--- src/rtl/addsub16_seq_pkg.sv ---
// Shared constants for the 16-bit add/subtract sequencer: FSM encoding,
// adder select-bit positions and the latched request payload.
package addsub16_seq_pkg;

    localparam int unsigned OP_W   = 16;
    localparam int unsigned BYTE_W = 8;
    localparam int unsigned SEL_W  = 3;
    localparam int unsigned CO_W   = 2;

    // adr_sel bit positions: [2] reserved (0), [1] subtract, [0] carry-select
    localparam int unsigned SEL_CY_BIT  = 0;
    localparam int unsigned SEL_SUB_BIT = 1;

    // adr_co bit positions
    localparam int unsigned CO_CY_BIT = 0;
    localparam int unsigned CO_AC_BIT = 1;

    typedef enum logic [1:0] {
        ST_IDLE = 2'd0,
        ST_LO   = 2'd1,
        ST_HI   = 2'd2,
        ST_DONE = 2'd3
    } state_e;

    typedef struct packed {
        logic            op_sub;
        logic            use_cy;
        logic            cy_in;
        logic [OP_W-1:0] a;
        logic [OP_W-1:0] b;
    } req_t;

endpackage

--- src/rtl/addsub16_seq.sv ---
// 16-bit ADD/SUB (optionally with carry/borrow in) computed as two byte passes
// through an external, arbitrated 8-bit adder.
module addsub16_seq
    import addsub16_seq_pkg::*;
(
    input  logic              clk,
    input  logic              rst,
    input  logic              start,
    input  logic              op_sub,
    input  logic              use_cy,
    input  logic              cy_in,
    input  logic [OP_W-1:0]   op_a,
    input  logic [OP_W-1:0]   op_b,
    output logic              adr_req,
    input  logic              adr_gnt,
    output logic [BYTE_W-1:0] adr_a,
    output logic [BYTE_W-1:0] adr_b,
    output logic              adr_c,
    output logic [SEL_W-1:0]  adr_sel,
    input  logic [BYTE_W-1:0] adr_s,
    input  logic [CO_W-1:0]   adr_co,
    output logic              busy,
    output logic              done,
    output logic [OP_W-1:0]   result,
    output logic              cy_out,
    output logic              ac_out,
    output logic              zero
);

    state_e            state_q, state_d;
    req_t              req_q, req_d;
    logic [BYTE_W-1:0] res_lo_q, res_lo_d;
    logic [BYTE_W-1:0] res_hi_q, res_hi_d;
    logic              cy_mid_q, cy_mid_d;
    logic              cy_out_q, cy_out_d;
    logic              ac_q, ac_d;
    logic              zero_q, zero_d;

    // State register
    always_ff @(posedge clk) begin
        if (rst) begin
            state_q <= ST_IDLE;
        end else begin
            state_q <= state_d;
        end
    end

    // Next-state logic; a missing grant simply holds the current byte pass
    always_comb begin
        state_d = state_q;
        case (state_q)
            ST_IDLE: if (start)   state_d = ST_LO;
            ST_LO:   if (adr_gnt) state_d = ST_HI;
            ST_HI:   if (adr_gnt) state_d = ST_DONE;
            ST_DONE: state_d = ST_IDLE;
            default: state_d = ST_IDLE;
        endcase
    end

    // Datapath next values: request latch, byte results and flags
    always_comb begin
        req_d    = req_q;
        res_lo_d = res_lo_q;
        res_hi_d = res_hi_q;
        cy_mid_d = cy_mid_q;
        cy_out_d = cy_out_q;
        ac_d     = ac_q;
        zero_d   = zero_q;
        case (state_q)
            ST_IDLE: begin
                if (start) begin
                    req_d.op_sub = op_sub;
                    req_d.use_cy = use_cy;
                    req_d.cy_in  = cy_in;
                    req_d.a      = op_a;
                    req_d.b      = op_b;
                end
            end
            ST_LO: begin
                if (adr_gnt) begin
                    res_lo_d = adr_s;
                    cy_mid_d = adr_co[CO_CY_BIT];
                end
            end
            ST_HI: begin
                if (adr_gnt) begin
                    res_hi_d = adr_s;
                    cy_out_d = adr_co[CO_CY_BIT];
                    ac_d     = adr_co[CO_AC_BIT];
                    zero_d   = ({adr_s, res_lo_q} == OP_W'(0));
                end
            end
            default: ;
        endcase
    end

    always_ff @(posedge clk) begin
        if (rst) begin
            req_q    <= '0;
            res_lo_q <= '0;
            res_hi_q <= '0;
            cy_mid_q <= 1'b0;
            cy_out_q <= 1'b0;
            ac_q     <= 1'b0;
            zero_q   <= 1'b0;
        end else begin
            req_q    <= req_d;
            res_lo_q <= res_lo_d;
            res_hi_q <= res_hi_d;
            cy_mid_q <= cy_mid_d;
            cy_out_q <= cy_out_d;
            ac_q     <= ac_d;
            zero_q   <= zero_d;
        end
    end

    // Output decode; the adder bus is quiet outside the two byte passes
    always_comb begin
        adr_req = 1'b0;
        adr_a   = '0;
        adr_b   = '0;
        adr_c   = 1'b0;
        adr_sel = '0;
        busy    = (state_q != ST_IDLE);
        done    = (state_q == ST_DONE);
        case (state_q)
            ST_LO: begin
                adr_req              = 1'b1;
                adr_a                = req_q.a[BYTE_W-1:0];
                adr_b                = req_q.b[BYTE_W-1:0];
                adr_c                = req_q.cy_in;
                adr_sel[SEL_SUB_BIT] = req_q.op_sub;
                adr_sel[SEL_CY_BIT]  = req_q.use_cy;
            end
            ST_HI: begin
                adr_req              = 1'b1;
                adr_a                = req_q.a[OP_W-1:BYTE_W];
                adr_b                = req_q.b[OP_W-1:BYTE_W];
                adr_c                = cy_mid_q;
                adr_sel[SEL_SUB_BIT] = req_q.op_sub;
                adr_sel[SEL_CY_BIT]  = 1'b1;
            end
            default: ;
        endcase
    end

    assign result = {res_hi_q, res_lo_q};
    assign cy_out = cy_out_q;
    assign ac_out = ac_q;
    assign zero   = zero_q;

endmodule

--- config.mk ---
export PLATFORM = sky130hd
export DESIGN_NAME = addsub16_seq
export DESIGN_NICKNAME = d
export VERILOG_FILES = /design/src/rtl/addsub16_seq_pkg.sv /design/src/rtl/addsub16_seq.sv
export SDC_FILE = /design/constraint.sdc
export NUM_CORES = 1
export LEC_CHECK = 0
export CORE_ASPECT_RATIO = 1.4
export CORE_UTILIZATION = 41
export CTS_CLUSTER_SIZE = 16
export DETAILED_ROUTE_END_ITERATION = 12
export PLACE_DENSITY = 0.76
export SYNTH_ARGS = -nofsm -noshare
export SYNTH_HDL_FRONTEND = slang
export SYNTH_SLANG_ARGS = --single-unit
--- constraint.sdc ---
create_clock -name clk -period 1.4 [get_ports clk]
set_input_delay 0.28 -clock clk [delete_from_list [all_inputs] [get_ports clk]]
set_output_delay 0.28 -clock clk [all_outputs]
set_load 0.05 [all_outputs]
==> summary.md, run 1 <==
| Metric | Value |
|---|---|
| Final nets | approximately 490 |
| Post-CTS Hold Buffers | 0 |
| Max_cap viols | 0 |
| Synthesized flop and latch total | 57 |
| Critical Path End Type | output port |
| Ranking of synthesized cells by area | dfxtp_1, nand2_1, a21oi_2 |
| R2R Setup Slk | -130 ps |
| Run status | complete, but fails checks |
| Initial antenna violation count | 0 |
| Rows | 34 |
| Worst VDD drop | around 2200 uV |
| Grt total ovfl | 0 |
| Avg Inst Size Synth | 8.54 sq um |
| Clock Skew | approximately 6.5 ps |
| Number of global-route vias before repair | 2,745 |
| CTS tree | yes |
| Worst-Skew Late Latency | between 300 and 400 ps |
| Core area | about 6300 sq um |
| Routed WL | ~8700 um |
| Die area | approximately 7000 sq um |
| Tmin final | a little under 2000 ps |
| Sink Count | 57 |
| Detailed Route Iter0 Violations | 162 |
| Routed vias/inst | ~5.3 |
| Synth cell types | 30 |
| Yosys top cell by area | dfxtp_1 |
| LEAKAGE | ~1.8 nW |
| Post-Syn Area | 2670 sq um |
| Unrepaired setup endpoints after global routing | yes |
| Type of the worst min-delay path | in2reg |
| DRT Pass-1 Iters | 4 |
| Final count of negative-setup-slack endpoints | 35 |
| Final core occ | between 70% and 80% |
| Clk pin slew, worst setup/hold paths | about 70 ps |
| Non-filler cells, final | around 510 |
| Pre-CTS setup slack | -224 ps |
| Die extent in y | 97.4 um |
| Req. time, crit path | ~1100 ps |
| Critical path class | reg2out |
| First-pass GRT wire length | between 10,000 and 15,000 um |
| Inst Count DP | between 400 and 500 |
| Final hold vios | 0 |
| Aggregate global-route resource usage | between 20% and 30% |
| H-tree Lvls | 3 |
| Die Width | about 70 um |
| Detailed placer's ending HPWL | a little over 5000 um |
| Routed wire per std cell | approximately 17 um |
| Cells after Synth | 312 |
| Diode count | 0 |
| Tcrit/Tclk final | 137% |
| Residual DRC | 0 |
| Io pins | between 90 and 100 |
| Cell Area, Placed | ~4300 sq um |
| Via count | 2,683 |
| Synth top area share | a little over two fifths |
| Fin area | 4930 sq um |
| Post-route ant nets | 0 |
| Worst Path Max Fanout | 6 |
| Power Density | 1990 nW/um^2 |
| Root Driver | clkbuf_8 |
| Commonest non-fill, non-tap cell in the layout | nand2_1 |
| Commonest non-fill, non-tap cells in the layout | nand2_1, dfxtp_1, clkdlybuf4s50_1, buf_12, a21oi_2 |
| Failing checks | negative setup slack |
| Layout cell share with drive strength beyond 1 | about 48% |
| Critical path launch point type | flip-flop |
| Max Slew Vio Count | 0 |
| Synth Net Count | 367 |
| Routability cong. | around 0.78 |
| Num CTS Buffers | 9 |
| Initial core utilization | between 40% and 50% |
| Largest net degree at the start of global routing | 38 |
| Sequential fraction of the synthesis area | between 40% and 50% |
| Worst EP arrival | 1640 ps |
| Synthesis Warnings | 0 |
| Peak Freq | 520 MHz |
| IO buf count | just under 90 |
| P&R area growth vs syn | 85.2% |
| Final WS setup | -524 ps |
| CTS Buffer Depth | 2 |
-- through the flow --
stage          setup TNS, ps  power, W  hold WS [ps]
3_5_place_dp           -5350   0.00667           454
6_report              -11060   0.00980           196
5_1_grt               -12490    0.0102           212
2_1_floorplan          -2750   0.00512           407
4_1_cts                -9870   0.00932           193
3_3_place_gp           -4420   0.00661           444
-- critical path, cell delays in order (launching register included) --
cell	delay, ps
dfxtp_2	340
inv_2	60
buf_6	120
ha_4	310
buf_6	140
nor2b_4	170
buf_12	140
-- flip-flops by register name, indices dropped and copies added, names as in the netlist --
register and flops:
cy_out 1, ac_out 1, state_q 2, req_q 35
zero 1, res_lo_q 8, cy_mid_q 1, res_hi_q 8
-- cell families after synthesis --
kind of cell / synth area share (%)
AO/OA/AOI/OAI: 21.6
adder cells (fa/ha/maj): 2.82
buffers and inverters: 7.46
flip-flops: 42.8
other: 0.141
AND/OR/NAND/NOR: 25.2
-- metal layers --
layer,up-vias,GRT usage (%),wire [um]
li1,1270,-,-
met1,1282,25.0,3080
met2,108,48.3,4870
met3,23,5.29,394
met4,0,12.0,320
met5,-,0,0
-- final cells by class --
| class | instances | area (sq um) |
|---|---|---|
| Clock buffer | 9 | 124 |
| Clock inverter | 7 | 95.1 |
| Fill cell | 357 | 1320 |
| Inverter | 3 | 11.3 |
| Multi-Input combinational cell | 228 | 1660 |
| Sequential cell | 57 | 1150 |
| Tap cell | 72 | 90.1 |
| Timing Repair Buffer | 131 | 1810 |
-- final timing paths --
kind | depth (start not counted) | startpoint | end
worst max-delay path | 6 | state_q[0]$_SDFFE_PP0P_ | adr_a[5]
worst min-delay path | 2 | rst | res_hi_q[0]$_SDFFE_PP0P_
worst max register to register | 8 | state_q[0]$_SDFFE_PP0P_ | state_q[1]$_SDFFE_PP0P_
worst min register to register | 2 | req_q[14]$_SDFFE_PP0P_ | req_q[14]$_SDFFE_PP0P_
-- report_power, final --
group | switching (W) | internal, W | leakage (nW) | total, W
clock network | 0.000721 | 0.000996 | 0.0975 | 0.00172
registers | 0.000252 | 0.00193 | 0.466 | 0.00218
logic | 0.00286 | 0.00304 | 1.21 | 0.00590
total | 0.00384 | 0.00596 | 1.77 | 0.00980
-- timing repair --
action / CTS / global route
setup buffers: 9 / 2
gates resized for setup: 37 / 17
endpoints found under the hold margin: 0 / 0
gates cloned: 2 / 2
pin swaps: 11 / 6
setup endpoints to repair: 39 / 41
-- synthesized netlist by cell type --
library cell,number
nand2_1,80
dfxtp_1,57
a21oi_2,30
a21oi_1,27
nand2_2,22
nor2b_1,18
a22oi_1,17
buf_2,12
nand3_1,12
ha_1,6
buf_12,3
clkbuf_1,3
inv_1,3
nor4_1,3
buf_4,2
buf_6,2
nor2_1,2
a21o_1,1
a311oi_1,1
and2_1,1
and2_4,1
buf_1,1
buf_8,1
conb_1,1
nand2b_1,1
nand3b_1,1
nor3_1,1
o211a_1,1
o21ai_0,1
o21bai_4,1
Note: power is estimated with default switching activity, not from simulation.
==> run 2, diff against run 1 <==
--- a/config.mk
+++ b/config.mk
@@ -9,6 +9,7 @@
 export CORE_UTILIZATION = 41
 export CTS_CLUSTER_SIZE = 16
 export DETAILED_ROUTE_END_ITERATION = 12
+export MAX_ROUTING_LAYER = met4
 export PLACE_DENSITY = 0.76
 export SYNTH_ARGS = -nofsm -noshare
 export SYNTH_HDL_FRONTEND = slang
==> run 2 against run 1 <==
  * The run still ends with negative setup slack left
  * Wire length down 0.54%
  * Critical path type unchanged
  * Critical path depth stayed put
  * Largest cell class unchanged
  * Utilization is the same
  * Largest power group unchanged
  * First-iteration DRC count fell by 3.7%
  * Via count hardly changed
  * Die area is the same
  * Count of clock-buffer cells in the layout did not move
  * Clock skew grew 1.2 ps
==> summary.md, run 2 (synthesis results as in run 1) <==
| Metric | Value |
|---|---|
| Largest net degree at the start of global routing | 38 |
| Failing checks | negative setup slack |
| Worst Path Max Fanout | 6 |
| Final nets | ~490 |
| P&R area growth vs syn | 85.2% |
| Aggregate global-route resource usage | 25.9% |
| Io pins | a little over 90 |
| Run status | complete, but fails checks |
| Fin area | ~5000 sq um |
| Core area | roughly 6300 sq um |
| Critical path launch point type | flip-flop |
| Worst VDD drop | roughly 2200 uV |
| Pre-CTS setup slack | -224 ps |
| Num CTS Buffers | 9 |
| Die Width | about 70 um |
| Biggest regs | req_q: 35 flops, res_hi_q: 8 flops, res_lo_q: 8 flops |
| CTS Buffer Depth | 2 |
| R2R Setup Slk | -110 ps |
| Worst EP arrival | 1640 ps |
| Worst-Skew Late Latency | 350 ps |
| Sink Count | 57 |
| Routed WL | between 8000 and 9000 um |
| Diode count | 0 |
| Clk pin slew, worst setup/hold paths | approximately 70 ps |
| Largest register by flop count | req_q |
| Critical Path End Type | output port |
| Initial core utilization | between 40% and 50% |
| Tcrit/Tclk final | 137% |
| Critical path class | reg2out |
| Final count of negative-setup-slack endpoints | 34 |
| Residual DRC | 0 |
| Cell Area, Placed | between 4000 and 5000 sq um |
| Routability cong. | approximately 0.8 |
| Root Driver | clkbuf_8 |
| Layout cell share with drive strength beyond 1 | ~48% |
| Initial antenna violation count | 0 |
| Tmin final | around 1900 ps |
| Die area | slightly below 7000 sq um |
| Final WS setup | -518 ps |
| Commonest non-fill, non-tap cell in the layout | nand2_1 |
| Power Density | between 1500 and 2000 nW/um^2 |
| Type of the worst min-delay path | in2reg |
| IO buf count | between 80 and 90 |
| Die extent in y | slightly below 100 um |
| H-tree Lvls | 3 |
| Final hold slack | between 150 and 200 ps |
| Fillers | about 360 |
| Number of global-route vias before repair | roughly 2,700 |
| DRT Pass-1 Iters | 4 |
| Post-CTS Hold Buffers | 0 |
| Max_cap viols | 0 |
| Max Slew Vio Count | 0 |
| LEAKAGE | between 1.5 and 2 nW |
| Via count | roughly 2,700 |
| Final hold vios | 0 |
| First-pass GRT wire length | 13,200 um |
| Routed wire per std cell | between 15 and 20 um |
| Commonest non-fill, non-tap cells in the layout | nand2_1, dfxtp_1, clkdlybuf4s50_1, buf_12, a21oi_2 |
| Detailed Route Iter0 Violations | 156 |
| Max reg flops | 35 |
| Rows | 34 |
| Clock Skew | a little under 8 ps |
| Unrepaired setup endpoints after global routing | yes |
| Detailed placer's ending HPWL | slightly above 5000 um |
| Routed vias/inst | ~5.3 |
| Req. time, crit path | around 1100 ps |
| Post-route ant nets | 0 |
| Peak Freq | 522 MHz |
| CTS tree | yes |
| Grt total ovfl | 0 |
[run 2: final cells by class]
cell class	instances	area, sq um	area share, %
well taps	72	90.1	1.83
repair buffers	131	1810	36.6
multi-input cells	228	1660	33.7
flip-flops and latches	57	1150	23.2
clock inverters	7	95.1	1.93
clock buffers	9	124	2.51
inverters	3	11.3	0.228
[run 2: report_power, final]
part	total (W)	switching, W	internal [W]
Combinational	0.00589	0.00285	0.00303
Clock	0.00172	0.000719	0.000996
Sequential	0.00218	0.000254	0.00193
Total	0.00979	0.00383	0.00596
[run 2: worst paths after layout]
| check | start | end | cells after the start |
|---|---|---|---|
| worst min-delay path | rst | res_hi_q[0]$_SDFFE_PP0P_ | 2 |
| worst max register to register | state_q[0]$_SDFFE_PP0P_ | state_q[1]$_SDFFE_PP0P_ | 8 |
| worst max-delay path | state_q[0]$_SDFFE_PP0P_ | adr_a[5] | 6 |
| worst min register to register | req_q[14]$_SDFFE_PP0P_ | req_q[14]$_SDFFE_PP0P_ | 2 |
[run 2: per-stage QoR]
step,total power [W],std cells,utilization (%),setup TNS [ps]
after global placement,0.00661,476,68.7,-4420
after CTS,0.00932,503,76.7,-9870
after floorplan,0.00512,312,-,-2750
final,0.00979,507,78.9,-10860
after global routing,0.0102,507,78.9,-12450
after detailed placement,0.00667,476,68.7,-5350
[run 2: metal layers]
| layer | wire [um] | share of wire (%) | global-route usage (%) |
|---|---|---|---|
| met1 | 3040 | 35 | 25.5 |
| met2 | 4800 | 56 | 47.9 |
| met3 | 373 | 4.3 | 5.08 |
| met4 | 407 | 4.7 | 12.0 |
| met5 | 0 | 0 | - |
[run 2: critical path, stage by stage (launching register included)]
cell and delay, ps:
dfxtp_2 340, inv_2 60, buf_6 120, ha_4 310, buf_6 140, nor2b_4 170, buf_12 140
[run 2: timing repair]
item,CTS,global route
resized for setup,37,17
pin swaps,11,6
gates cloned,2,2
endpoints found under the setup margin,39,41
setup buffers,9,2
